--- src/rtl/countdown_timer_pkg.sv ---
// Shared types and constants for the microwave countdown timer.
// State encoding, BCD digit limits and the digit-validity helper.
package countdown_timer_pkg;

  typedef enum logic [1:0] {
    LOAD = 2'b00,
    RUN  = 2'b01,
    DONE = 2'b10
  } state_t;

  localparam logic [3:0]  BCD_MAX      = 4'd9;
  localparam logic [3:0]  SEC_TENS_MAX = 4'd5;
  localparam int          NUM_DIGITS   = 3;
  // Digit vector {min_ones, sec_tens, sec_ones} reading 0:01.
  localparam logic [11:0] ONE_SEC      = 12'h001;

  function automatic logic bcd_ok(input logic [3:0] d);
    return d <= BCD_MAX;
  endfunction

endpackage

--- src/rtl/countdown_timer_if.sv ---
// Keypad/display bundle between the keypad encoder side and the timer.
// master = the side driving keypad strobes and enable; slave = the timer.
interface countdown_timer_if;
  logic [3:0] D;
  logic       loadn;
  logic       pgt_1Hz;
  logic       enable;
  logic [3:0] sec_ones;
  logic [3:0] sec_tens;
  logic [3:0] min_ones;
  logic       zero;
  logic       done;
  logic       running;

  modport master (
    output D, loadn, pgt_1Hz, enable,
    input  sec_ones, sec_tens, min_ones, zero, done, running
  );

  modport slave (
    input  D, loadn, pgt_1Hz, enable,
    output sec_ones, sec_tens, min_ones, zero, done, running
  );
endinterface

--- src/rtl/bcd_down_digit.sv ---
// One BCD digit register: parallel load or decrement with wrap to max_val.
// borrow_out fires when a decrement wraps this digit, feeding the next digit.
module bcd_down_digit (
  input  logic       clk,
  input  logic       clear,
  input  logic       load_en,
  input  logic [3:0] load_val,
  input  logic [3:0] max_val,
  input  logic       dec_en,
  output logic [3:0] digit,
  output logic       borrow_out
);

  always_ff @(posedge clk) begin
    if (clear)        digit <= 4'd0;
    else if (load_en) digit <= load_val;
    else if (dec_en)  digit <= (digit == 4'd0) ? max_val : digit - 4'd1;
  end

  assign borrow_out = dec_en & (digit == 4'd0);

endmodule

--- src/rtl/countdown_timer.sv ---
// Microwave countdown timer: keypad digit entry by left shift, then a BCD
// m:ss countdown on 1 Hz ticks with a one-cycle done pulse at 0:00.
module countdown_timer
  import countdown_timer_pkg::*;
(
  input  logic              clk,
  input  logic              clear,
  countdown_timer_if.slave  bus
);

  logic loadn_s, loadn_q, pgt_s, pgt_q;
  logic load_evt, tick_evt;

  // Both stages reset high so no edge is seen right after clear.
  always_ff @(posedge clk) begin
    if (clear) begin
      loadn_s <= 1'b1;
      loadn_q <= 1'b1;
      pgt_s   <= 1'b1;
      pgt_q   <= 1'b1;
    end else begin
      loadn_s <= bus.loadn;
      loadn_q <= loadn_s;
      pgt_s   <= bus.pgt_1Hz;
      pgt_q   <= pgt_s;
    end
  end

  assign load_evt = loadn_q & ~loadn_s;
  assign tick_evt = ~pgt_q & pgt_s;

  state_t state, state_nxt;
  logic   load_en, dec, done_nxt, done_q, zero;

  logic [NUM_DIGITS-1:0][3:0] digits, load_vals;
  logic [NUM_DIGITS:0]        carry;
  localparam logic [NUM_DIGITS-1:0][3:0] DIGIT_MAX = {BCD_MAX, SEC_TENS_MAX, BCD_MAX};

  assign zero = (digits == '0);

  always_ff @(posedge clk) begin
    if (clear) begin
      state  <= LOAD;
      done_q <= 1'b0;
    end else begin
      state  <= state_nxt;
      done_q <= done_nxt;
    end
  end

  always_comb begin
    state_nxt = state;
    load_en   = 1'b0;
    dec       = 1'b0;
    done_nxt  = 1'b0;
    case (state)
      LOAD: begin
        load_en = load_evt & bcd_ok(bus.D);
        if (bus.enable && !zero) state_nxt = RUN;
      end
      RUN: begin
        // Pause wins over a coincident tick.
        if (!bus.enable) state_nxt = LOAD;
        else if (tick_evt && !zero) begin
          dec = 1'b1;
          if (digits == ONE_SEC) begin
            state_nxt = DONE;
            done_nxt  = 1'b1;
          end
        end
      end
      DONE: if (!bus.enable) state_nxt = LOAD;
      default: state_nxt = LOAD;
    endcase
  end

  // Digit 0 = sec_ones, 1 = sec_tens, 2 = min_ones; load shifts left.
  assign carry[0] = dec;

  genvar g;
  generate
    for (g = 0; g < NUM_DIGITS; g++) begin : g_dig
      if (g == 0) begin : g_in
        assign load_vals[g] = bus.D;
      end else begin : g_in
        assign load_vals[g] = digits[g-1];
      end
      bcd_down_digit u_dig (
        .clk       (clk),
        .clear     (clear),
        .load_en   (load_en),
        .load_val  (load_vals[g]),
        .max_val   (DIGIT_MAX[g]),
        .dec_en    (carry[g]),
        .digit     (digits[g]),
        .borrow_out(carry[g+1])
      );
    end
  endgenerate

  // A borrow out of min_ones would mean going below 0:00, which the FSM blocks.
  logic unused_top_borrow;
  assign unused_top_borrow = carry[NUM_DIGITS];

  assign bus.sec_ones = digits[0];
  assign bus.sec_tens = digits[1];
  assign bus.min_ones = digits[2];
  assign bus.zero     = zero;
  assign bus.done     = done_q;
  assign bus.running  = (state == RUN);

endmodule

--- src/flat_wrapper.sv ---
// flat-port wrapper written by rule: the top's interface ports become plain ports
module countdown_timer_flat import countdown_timer_pkg::*;
  (clk, clear, bus_D, bus_loadn, bus_pgt_1Hz, bus_enable, bus_sec_ones, bus_sec_tens, bus_min_ones, bus_zero, bus_done, bus_running);
  countdown_timer_if bus_i ();
  input  logic clk;
  input  logic clear;
  input wire logic [$bits(bus_i.D)-1:0] bus_D;
  input wire logic [$bits(bus_i.loadn)-1:0] bus_loadn;
  input wire logic [$bits(bus_i.pgt_1Hz)-1:0] bus_pgt_1Hz;
  input wire logic [$bits(bus_i.enable)-1:0] bus_enable;
  output wire logic [$bits(bus_i.sec_ones)-1:0] bus_sec_ones;
  output wire logic [$bits(bus_i.sec_tens)-1:0] bus_sec_tens;
  output wire logic [$bits(bus_i.min_ones)-1:0] bus_min_ones;
  output wire logic [$bits(bus_i.zero)-1:0] bus_zero;
  output wire logic [$bits(bus_i.done)-1:0] bus_done;
  output wire logic [$bits(bus_i.running)-1:0] bus_running;
  assign bus_i.D = bus_D;
  assign bus_i.loadn = bus_loadn;
  assign bus_i.pgt_1Hz = bus_pgt_1Hz;
  assign bus_i.enable = bus_enable;
  assign bus_sec_ones = bus_i.sec_ones;
  assign bus_sec_tens = bus_i.sec_tens;
  assign bus_min_ones = bus_i.min_ones;
  assign bus_zero = bus_i.zero;
  assign bus_done = bus_i.done;
  assign bus_running = bus_i.running;
  countdown_timer u_core (.clk(clk), .clear(clear), .bus(bus_i));
endmodule
--- config.mk ---
export PLATFORM = sky130hd
export DESIGN_NAME = countdown_timer_flat
export DESIGN_NICKNAME = d
export VERILOG_FILES = /design/src/rtl/countdown_timer_pkg.sv /design/src/rtl/countdown_timer_if.sv /design/src/rtl/bcd_down_digit.sv /design/src/rtl/countdown_timer.sv /design/src/flat_wrapper.sv
export SDC_FILE = /design/constraint.sdc
export NUM_CORES = 1
export LEC_CHECK = 0
export ABC_AREA = 1
export BUFFER_PORTS_ARGS = -buffer_cell sky130_fd_sc_hd__buf_2
export CORE_MARGIN = 1.5
export CORE_UTILIZATION = 35
export DETAILED_ROUTE_END_ITERATION = 6
export GPL_TIMING_DRIVEN = 0
export PLACE_DENSITY = 0.56
export RECOVER_POWER = 25
export SLEW_MARGIN = 25
export SYNTH_ARGS = -nofsm -noshare
export SYNTH_HDL_FRONTEND = slang
export SYNTH_SLANG_ARGS = --single-unit
--- constraint.sdc ---
create_clock -name clk -period 3.1 [get_ports clk]
set_input_delay 0.31 -clock clk [delete_from_list [all_inputs] [get_ports clk]]
set_output_delay 0.31 -clock clk [all_outputs]
set_load 0.02 [all_outputs]
## Word level (Yosys, flattened, before mapping)

Cells that the tools add are included.

- Bits in registers: 19
- Input bits: 9
- Output and inout bits: 15
- Word-level logic and storage cells: 63

- Add/sub/neg operators: 3
- $lt $le $gt $ge: 1
- Equal/unequal tests: 7
- Multiplexer cells: 20
- Bitwise logic cells: 10
- Reductions and logical operators: 13

Operators with widths:

| operator | count |
|---|---|
| 4-bit 2-to-1 mux | 9 |
| 12-bit by 1-bit equality test with 1-bit output (second input constant) | 1 |
| 12-bit zero test | 1 |
| 4-bit zero test | 3 |
| 4-bit by 1-bit subtractor with 4-bit output (second input constant) | 3 |
| 2-bit 2-to-1 mux | 5 |
| 3-bit by 2-bit inequality test with 1-bit output (second input constant) | 2 |
| 2-bit one-hot mux with 3 select lines | 1 |
| 2-bit nonzero test | 3 |
| 1-bit AND | 5 |
| 1-bit 2-to-1 mux | 5 |
| 1-bit inverter | 5 |
| 4-bit less-or-equal comparator (second input constant) | 1 |
| 4-bit AND reduction | 1 |
| 4-bit OR reduction | 1 |
| 2-bit by 1-bit equality test with 1-bit output (second input constant) | 1 |
| 2-bit equality test (second input constant) | 1 |
| 1-bit logical AND | 2 |
| 2-bit zero test | 1 |
| 2-bit by 1-bit inequality test with 1-bit output (second input constant) | 1 |
| 2-bit inequality test (second input constant) | 1 |
| 1-bit zero test | 1 |

## Depth between registers and ports, before layout

Gate-level depths: netlist (run 1).

- Depth in word-level cells: 10
- Mapped depth: 12
- Depth with buffers taken out: 11

## Modules after synthesis

A second synthesis (run 1) with hierarchy kept.

- Cells, all modules: 185
- Area total of the unflattened synthesis: 1197.4 um2

Modules (own cells, without submodules):

| module | instances | cells each | area an instance (um2) | seq. area each (um2) |
|---|---|---|---|---|
| bcd_down_digit | 3 | 42 | 272.8 | 80.1 |
| countdown_timer | 1 | 59 | 379.1 | 140.1 |

## Worst setup path after synthesis (run 1)

Ideal clock, no wire load.

- Kind: register to output
- Start point: register u_core.g_dig[2].u_dig.digit[1]
- End point: output bus_zero
- Arrival: 1.081 ns
- Required time: 2.790 ns
- Path slack: 1.709 ns
- Stages on the path, launching flop included: 6
- Buffers on the path: 0
- Path through: dfxtp_1 -> nor2_1 -> nand3_2 -> nor2_4 -> nand2_2 -> inv_1

- Cells in the longest elaborated chain, start to end: 1

RTL lines:

| what | RTL line | RTL |
|---|---|---|
| start, declared | bcd_down_digit.sv:10 | `output logic [3:0] digit,` |
| start signal, assigned | bcd_down_digit.sv:16 | `else if (load_en) digit <= load_val;` |
| start signal, assigned | bcd_down_digit.sv:17 | `else if (dec_en) digit <= (digit == 4'd0) ? max_val : digit - 4'd1;` |
| 12-bit zero test | countdown_timer.sv:39 | `assign zero = (digits == '0);` |
| end, declared | flat_wrapper.sv:14 | `output wire logic [$bits(bus_i.zero)-1:0] bus_zero;` |

Every way passes these cells.

## Final worst setup path (run 1)

- Start point: register u_core.g_dig[2].u_dig.digit[0]
- End point: output bus_zero

The elaborated chain is that of the path after synthesis.

==> results of run 1 <==
-- through the flow --
step / total power (uW) / utilization, % / setup slack (ns) / instance area [um2] / hold slack (ns)
detailed placement: 745 / 42.0 / 1.60 / 1410 / 0.418
global placement: 745 / 42.0 / 1.59 / 1410 / 0.403
CTS: 879 / 42.8 / 1.23 / 1440 / 0.163
floorplan: 653 / - / 1.71 / 1240 / 0.372
finish: 867 / 42.6 / 1.26 / 1430 / 0.174
global route: 942 / 42.6 / 1.09 / 1430 / 0.160
-- report_power, final --
group	switching, uW	total [uW]	internal (uW)
clock	83.3	132	48.2
combinational	280	427	147
sequential	32.8	308	275
-- layer usage --
layer	global-route usage, %	up-vias
li1	-	645
met3	3.78	2
met5	0	-
met4	3.89	0
met2	23.9	23
met1	21.0	501
-- worst max-delay path, stage by stage, from the launching register on --
cell and delay (ns):
dfxtp_1 0.37, nor2_1 0.21, nand3_2 0.14, nor2_4 0.17, nand2_2 0.12, inv_1 0.06, buf_2 0.15
-- flip-flops by register name (all words and copies together) (netlist names) --
register	cells
u_core.state	2
u_core.loadn_q	1
u_core.pgt_q	1
u_core.loadn_s	1
u_core.pgt_s	1
u_core.g_dig.u_dig.digit	12
u_core.bus.done	1
-- synthesized netlist by cell type --
cell / count
inv_1: 23
inv_2: 7
nand3_4: 1
buf_6: 3
o21ai_1: 5
buf_1: 1
nor3_2: 1
buf_2: 1
nand4_1: 3
nor2_4: 2
nand3_2: 2
o211ai_1: 1
a31oi_1: 1
nor2_2: 3
nor2_8: 2
nand3_1: 11
nor2_1: 20
o21ai_0: 10
nand4_4: 1
o22ai_1: 1
nand2_2: 8
or2_2: 2
nor3_1: 3
a21oi_1: 7
a21oi_2: 2
nand2_1: 48
dfxtp_1: 19
-- layout make-up --
class / count / area, um2 / area share, %
multi-input cells: 134 / 704 / 49.1
flip-flops and latches: 19 / 380 / 26.5
inverters: 30 / 113 / 7.85
repair buffers: 23 / 109 / 7.59
well taps: 46 / 57.6 / 4.01
plain buffers: 5 / 42.5 / 2.97
clock buffers: 3 / 22.5 / 1.57
clock inverters: 1 / 5.00 / 0.349
-- path summary, 6_finish.rpt --
kind / from / endpoint / slack [ns] / cells after the start
hold reg to reg: u_core.loadn_s$_SDFF_PP1_ / u_core.loadn_q$_SDFF_PP1_ / 0.43 / 2
hold / removal: bus_loadn / u_core.loadn_s$_SDFF_PP1_ / 0.17 / 2
setup reg to reg: u_core.g_dig[1].u_dig.digit[2]$_SDFFE_PP0P_ / u_core.g_dig[2].u_dig.digit[3]$_SDFFE_PP0P_ / 1.68 / 10
setup / recovery: u_core.g_dig[2].u_dig.digit[0]$_SDFFE_PP0P_ / bus_zero / 1.26 / 6
-- cells by family after synthesis --
logic type             after synthesis  share of synthesized area, %
AND/OR/NAND/NOR                    107                          44.9
buffers and inverters               35                          12.5
AO/OA/AOI/OAI                       27                          11.9
flip-flops                          19                          30.7
==> metrics.txt, run 1 <==
status=complete, no violations; met3 WL=105 um; post-CTS sizing=0; Overflow after GRT=0; Layout area overhead=15.6%; Post-Syn Nets=just under 200; top cell type by total area after synthesis=dfxtp_1; most common cell after layout, fill and taps aside=nand2_1; Final HPWL DP=about 2200 um; clock sinks=19; slew of the pin with the lowest slew margin=between 0.4 and 0.5 ns; htree depth=1; Filler cells=slightly below 400; most frequent cells in the layout=nand2_1, inv_1, nor2_1; Peak VDD IR=around 0.23 mV; CTS tree=built; fin cells=261; detailed-route DRC error count=0; first-pass GRT wire length=around 4800 um; routed via count=between 1000 and 1500; Worst Setup End Kind=primary output; Core Area=around 3400 um2; Avg Cell Area, Syn=6.60 um2; synth top area cells=dfxtp_1, nand2_1, inv_1, nor2_1, nand3_1; Setup TNS Final=0 ns; Slew HR=66.8%; total CTS buffers=3; initial antenna violation count=0; num rows=21; WL met2=~1200 um; clk buf depth=2; clk_skew=0.00243 ns; Worst-Skew Late Latency=approximately 0.3 ns; Max FO, Critical Path=5; M1 WL=~1400 um; PD cells=a little over 600 nW/um2; Total GRT Usage=15.3%; fin nets=about 230; Max Used Layer=met4; largest net degree at the start of global routing=12; Die X=roughly 63 um; Starting Density=between 30 and 40%; Reg clk slew, reported paths=~0.12 ns; Gate Count Post-Synth=about 190; Period Utilization, post-route=~60%; Critical Path AT=about 1.5 ns; Final GP Congestion=approximately 0.85; sequential-to-total area share from yosys stat=between 30% and 40%; Inserted Diodes=0; PortBufs=23; Unique masters post-synth=27; IO Pins=24; kind of critical path=register to primary output; RSZ-0062 raised after global routing=no; Die ar.=a little under 4000 um2; CP required=2.79 ns; Post-Route WL=around 2800 um; routed wire length per instance=about 11 um; root buffer cell=clkbuf_4; max-cap violations=0; top-area cell type share of the netlist area=between 30% and 40%; routed vias/inst=roughly 4.5; Placed Cells=257; HP Class=input pin to register; maximum clock frequency=between 500 and 600 MHz; fin. max-slew vios=0; number of global-route vias before repair=~1000; share of layout cells above drive strength 1=a little over a quarter; postcts setup bufs=0; # hold bufs at CTS=0; min Tclk post-route=about 1.8 ns; Yosys warning count=0; Final Hold Fails=0; Cell Area, Synth=1240 um2; remaining antenna violation count=0; die height=around 63 um; FF+latch count, synth=19; setup violators final=0; startpoint types=register; Lkg Pwr=0.000737 uW; Iteration-0 DRC Markers=between 50 and 60; DRT Pass-1 Iters=4
Note: power is estimated with default switching activity, not from simulation.
==> run 2, diff against run 1 <==
- clock period: 3.1 -> 1.84 ns (I/O delays scaled with it)
==> run 2 against run 1 <==
Worst hold slack worse by 0.13 ns. Global-route usage unchanged. Non-clock buffer count unchanged. Power up 69%. Final cell count unchanged. Combinational power up 69%. Sequential share of layout area about the same. Register-to-register slack worse by 1.3 ns. Routed wire length about the same. Sequential power up 69%. First-iteration DRC count up 3.8%. Critical path type unchanged. Critical endpoint unchanged. Largest power group unchanged.
==> metrics.txt, run 2 (same netlist as run 1, synthesis figures left out) <==
post-CTS sizing=0 (unchanged); Worst-Skew Late Latency=0.30 ns (about the same); total CTS buffers=3 (unchanged); post-route cell area=1440 um2 (+0.17%); register area=380 um2 (unchanged); share of layout cells above drive strength 1=27.0% (+0.47 points); area occupied by multi-input gates=707 um2 (+0.36%); CTS tree=built; Lkg Pwr=0.000738 uW (+0.10%); kind of critical path=register to primary output; num rows=21 (unchanged); max reg flops=12 (unchanged); remaining antenna violation count=0 (unchanged); HP Class=input pin to register; root buffer cell=clkbuf_4; Worst Setup End Kind=primary output; Final HPWL DP=2190 um (unchanged); largest net degree at the start of global routing=12 (unchanged); Worst setup endpoint=bus_zero; status=complete, no violations; routed wire length per instance=10.6 um (about the same); CP required=1.66 ns (-1.13 ns); most common cell after layout, fill and taps aside=nand2_1; most frequent cells in the layout=nand2_1, inv_1, nor2_1, buf_2, dfxtp_1; routed via count=1170 (-0.085%); Final GP Congestion=0.847 (unchanged); PD cells=1020 nW/um2 (+68%); fin. max-slew vios=0 (unchanged); cell family with most CP delay=simple AND/OR/NAND/NOR gates; Reg clk slew, reported paths=0.12 ns (about the same); CP max stage delay=0.38 ns (about the same); Layout area overhead=15.8%; Peak VDD IR=0.389 mV (+68%); Max FO, Critical Path=6 (+1); Die X=62.5 um (unchanged); setup violators final=0 (unchanged); number of global-route vias before repair=1036 (unchanged); Iteration-0 DRC Markers=54 (+3.8%); critical path cell sequence=nor2_2 > nand3_2 > nor2_4 > nand2_2 > inv_1 > buf_2; Setup TNS Final=0 ns (unchanged); detailed-route DRC error count=0 (unchanged); maximum clock frequency=602 MHz; worst hold slack=0.0485 ns (-0.126 ns); clk buf depth=2 (unchanged); worst reg2reg endpoint=u_core.g_dig[2].u_dig.digit[3]$_SDFFE_PP0P_; first-pass GRT wire length=4800 um (unchanged); Filler cells=388 (-0.26%); clk_skew=0.00230 ns (-0.000130 ns); min Tclk post-route=between 1.5 and 2 ns; Levels on crit path=6 (unchanged); Area after DPL=1410 um2 (unchanged); Total GRT Usage=15.3% (unchanged); initial antenna violation count=0 (unchanged); IO Pins=24 (unchanged); max-cap violations=0 (unchanged); routed vias/inst=4.48 (about the same); postcts setup bufs=0 (unchanged); PortBufs=23 (unchanged); Slew HR=66.6% (-0.22 points); worst setup path start=u_core.g_dig[1].u_dig.digit[0]$_SDFFE_PP0P_; biggest regs=u_core.g_dig.u_dig.digit x12, u_core.state x2; htree depth=1 (unchanged); Critical Path AT=1.48 ns (-0.05 ns); Reg2Reg Depth=10 (unchanged); slowest stage cell on the critical path=dfxtp_1; clock sinks=19 (unchanged); Die ar.=3910 um2 (unchanged); Worst R2R Start=u_core.g_dig[1].u_dig.digit[2]$_SDFFE_PP0P_; Starting Density=36.9% (unchanged); fin cells=261 (unchanged); slew of the pin with the lowest slew margin=0.501 ns (+0.00332 ns); startpoint types=register; Biggest register=u_core.g_dig.u_dig.digit; DRT Pass-1 Iters=4 (unchanged); Placed Cells=257 (unchanged); r2r setup slk=0.42 ns (-1.26 ns); # hold bufs at CTS=0 (unchanged); Post-Route WL=2770 um (about the same); fin nets=225 (unchanged); Core Area=3360 um2 (unchanged); Final Hold Fails=0 (unchanged); die height=62.5 um (unchanged); RSZ-0062 raised after global routing=no; Overflow after GRT=0 (unchanged); Period Utilization, post-route=roughly nine tenths; Buf/Inv on CP=2 (unchanged); Inserted Diodes=0 (unchanged)
-- run 2: cell counts in the layout (fill, tap and decap cells not counted) --
No cell type changed its count.
-- run 2: final cells by class --
type                    count  share of cell area [%]
flip-flops and latches     19                    26.5
plain buffers               5                    2.96
repair buffers             23                    7.58
clock buffers               3                    1.57
multi-input cells         134                    49.2
inverters                  30                    7.84
well taps                  46                    4.01
clock inverters             1                   0.348
-- run 2: power breakdown --
group,internal [uW],switching (uW)
sequential,464,56.1
combinational,249,471
clock,81.2,140
total,794,668
-- run 2: worst min path at each step --
stage,endpoint,depth (start not counted),startpoint
after floorplan,u_core.g_dig[1].u_dig.digit[3]$_SDFFE_PP0P_,1,clear
after global placement,u_core.loadn_s$_SDFF_PP1_,2,bus_loadn
after detailed placement,u_core.loadn_s$_SDFF_PP1_,2,bus_loadn
after CTS,u_core.loadn_s$_SDFF_PP1_,2,bus_loadn
after global routing,u_core.pgt_s$_SDFF_PP1_,2,bus_pgt_1Hz
final,u_core.loadn_s$_SDFF_PP1_,2,bus_loadn
-- run 2: routing by layer --
layer	routed length (um)	track usage, %	vias up
met1	1380	21.0	498
met4	23	3.89	0
li1	-	-	644
met5	0	0	-
met2	1250	23.9	26
met3	120	3.78	2
-- run 2: stage by stage --
stage	util [%]	total power [uW]	worst slack [ns]
after global routing	42.7	1590	0.0462
final	42.7	1460	0.178
after detailed placement	42.0	1250	0.418
after CTS	42.8	1480	0.0986
after global placement	42.0	1260	0.414
after floorplan	-	1100	0.460
==> run 3, diff against run 2 <==
--- a/config.mk
+++ b/config.mk
@@ -8,9 +8,11 @@
 export ABC_AREA = 1
 export BUFFER_PORTS_ARGS = -buffer_cell sky130_fd_sc_hd__buf_2
+export CELL_PAD_IN_SITES_DETAIL_PLACEMENT = 0
+export CELL_PAD_IN_SITES_GLOBAL_PLACEMENT = 1
 export CORE_MARGIN = 1.5
 export CORE_UTILIZATION = 35
 export DETAILED_ROUTE_END_ITERATION = 6
 export GPL_TIMING_DRIVEN = 0
-export PLACE_DENSITY = 0.56
+export PLACE_DENSITY = 0.74
 export RECOVER_POWER = 25
 export SLEW_MARGIN = 25
==> constraint.sdc (replaced) <==
create_clock -name clk -period 1.84 [get_ports clk]
set_input_delay 0 -clock clk [delete_from_list [all_inputs] [get_ports clk]]
set_output_delay 0 -clock clk [all_outputs]
set_load 0.02 [all_outputs]
==> run 3 against run 2 <==
Setup slack better by 0.16 ns. Routed wire length up 7.1%. Maximum frequency up 10%. Cell area up 4.4%. Core utilization up 1.9 points. Clock-buffer cell count unchanged. Critical path type unchanged. Sequential share of layout area down 1.1 points. Largest cell class unchanged. Power up 0.49%. Highest routed layer unchanged. Worst hold slack worse by 0.0014 ns. Sequential power about the same.
==> metrics.txt, run 3 (same netlist as run 1, synthesis figures left out) <==
Critical Path AT=1.50 ns (+0.02 ns); final worst setup slack=0.335 ns (+0.157 ns); Lkg Pwr=0.000750 uW (+1.6%); # hold bufs at CTS=7 (+7); total CTS buffers=3 (unchanged); Internal=800 uW (+0.74%); Worst Setup End Kind=primary output; die height=62.5 um (unchanged); post-route cell area=1500 um2 (+4.4%); Iteration-0 DRC Markers=80 (+48%); Reg power frac=35.2% (-0.4 points); status=complete, no violations; Final Hold Fails=0 (unchanged); biggest regs=u_core.g_dig.u_dig.digit x12, u_core.state x2; Reg clk slew, reported paths=0.11 ns (about the same); IO Pins=24 (unchanged); Gate power share=50.1% (+0.8 points); clk_skew=0.00496 ns (+0.00266 ns); CP required=1.84 ns (+0.18 ns); RSZ-0062 raised after global routing=no; remaining antenna violation count=0 (unchanged); routed vias/inst=4.65 (+3.6%); Post-Route WL=2970 um (+7.1%); Final GP Congestion=0.884 (+4.3%); postcts setup bufs=0 (unchanged); routed via count=1245 (+6.4%); PortBufs=23 (unchanged); max-cap violations=0 (unchanged); Filler cells=405 (+4.4%); Starting Density=36.9% (unchanged); post-CTS sizing=0 (unchanged); Die ar.=3910 um2 (unchanged); Setup TNS Final=0 ns (unchanged); startpoint types=register; Slew HR=65.9% (-0.67 points); kind of critical path=register to primary output; CTS tree=built; clock sinks=19 (unchanged); root buffer cell=clkbuf_4; detailed-route DRC error count=0 (unchanged); num rows=21 (unchanged); maximum clock frequency=665 MHz (+10%); clk buf depth=2 (unchanged); initial antenna violation count=0 (unchanged); DRT Pass-1 Iters=4 (unchanged); Area after DPL=1410 um2 (unchanged); Peak VDD IR=0.424 mV (+9.1%); sw frac=45.5% (-0.13 points); fin nets=232 (+3.1%); Layout area overhead=21.0%; most frequent cells in the layout=nand2_1, inv_1, nor2_1; Final HPWL DP=2290 um (+4.3%); slew of the pin with the lowest slew margin=0.511 ns (+0.0101 ns); setup violators final=0 (unchanged); Inserted Diodes=0 (unchanged); Die X=62.5 um (unchanged); Period Utilization, post-route=81.8% (-8.5 points); largest net degree at the start of global routing=12 (unchanged); number of global-route vias before repair=1160 (+12%); slowest stage cell on the critical path=dfxtp_1; Core Area=3360 um2 (unchanged); PD cells=979 nW/um2 (-3.8%); first-pass GRT wire length=5180 um (+8.1%); share of layout cells above drive strength 1=24.3% (-2.7 points); Sw Pwr=669 uW (+0.20%); routed wire length per instance=11.1 um (+4.3%); Total GRT Usage=16.3% (+1.0 points); Overflow after GRT=0 (unchanged); critical path cell sequence=nor2_1 > nand3_2 > nor2_4 > nand2_2 > inv_1 > buf_2; max reg flops=12 (unchanged); htree depth=1 (unchanged); most common cell after layout, fill and taps aside=nand2_1; HP Class=input pin to register; Total Power=1470 uW (+0.49%); min Tclk post-route=1.50 ns (-0.157 ns); Worst-Skew Late Latency=0.30 ns (about the same); CP max stage delay=0.36 ns (-0.02 ns); Biggest register=u_core.g_dig.u_dig.digit; Place WS=0.405 ns (-0.0134 ns); Max FO, Critical Path=5 (-1); Core Util, Final=44.6% (+1.9 points); share of power burned in the clock network=14.7% (-0.5 points); fin. max-slew vios=0 (unchanged)
run 3: changes by cell type in the layout (fill, tap and decap cells not counted), sizes merged:
cell,delta
buf,-2
dlygate4sd3,+7
clkbuf,+2
run 3: final cells by class:
type	instances	area, um2	share of cell area, %
Multi-Input combinational cell	134	704	47.0
Sequential cell	19	380	25.4
Timing Repair Buffer	30	175	11.7
Inverter	30	113	7.51
Tap cell	46	57.6	3.84
Buffer	5	42.5	2.84
Clock buffer	3	22.5	1.50
Clock inverter	1	5.00	0.334
run 3: path summary, 6_finish.rpt:
path	startpoint	end	slack [ns]	depth (start not counted)
worst min register to register	u_core.loadn_s$_SDFF_PP1_	u_core.loadn_q$_SDFF_PP1_	0.43	2
worst max register to register	u_core.g_dig[1].u_dig.digit[3]$_SDFFE_PP0P_	u_core.g_dig[2].u_dig.digit[0]$_SDFFE_PP0P_	0.40	10
worst min-delay path	bus_D[1]	u_core.g_dig[0].u_dig.digit[1]$_SDFFE_PP0P_	0.05	5
worst max-delay path	u_core.g_dig[2].u_dig.digit[0]$_SDFFE_PP0P_	bus_zero	0.34	6
run 3: per-layer routing:
layer	track usage [%]	wire (um)
met5	0	0
met4	5.83	33
met3	2.16	82
met2	27.3	1400
met1	21.5	1450
run 3: metrics by stage:
| stage | hold slack [ns] | cells |
|---|---|---|
| after floorplan | 0.0624 | 188 |
| after global placement | 0.182 | 257 |
| after detailed placement | 0.186 | 257 |
| after CTS | 0.0329 | 268 |
| after global routing | 0.0632 | 268 |
| final | 0.0471 | 268 |
run 3: power groups by stage:
stage / combinational, uW / clock, uW / sequential (uW)
floorplan: 543 / 0 / 557
global placement: 727 / 0 / 525
detailed placement: 731 / 0 / 526
CTS: 745 / 239 / 517
global route: 826 / 254 / 527
finish: 735 / 217 / 517
run 3: critical path: cells and delay by family, from the launching register on:
| kind | cells | cell delay [ns] |
|---|---|---|
| AND/OR/NAND/NOR | 4 | 0.62 |
| flip-flops | 1 | 0.36 |
| buffers and inverters | 2 | 0.22 |
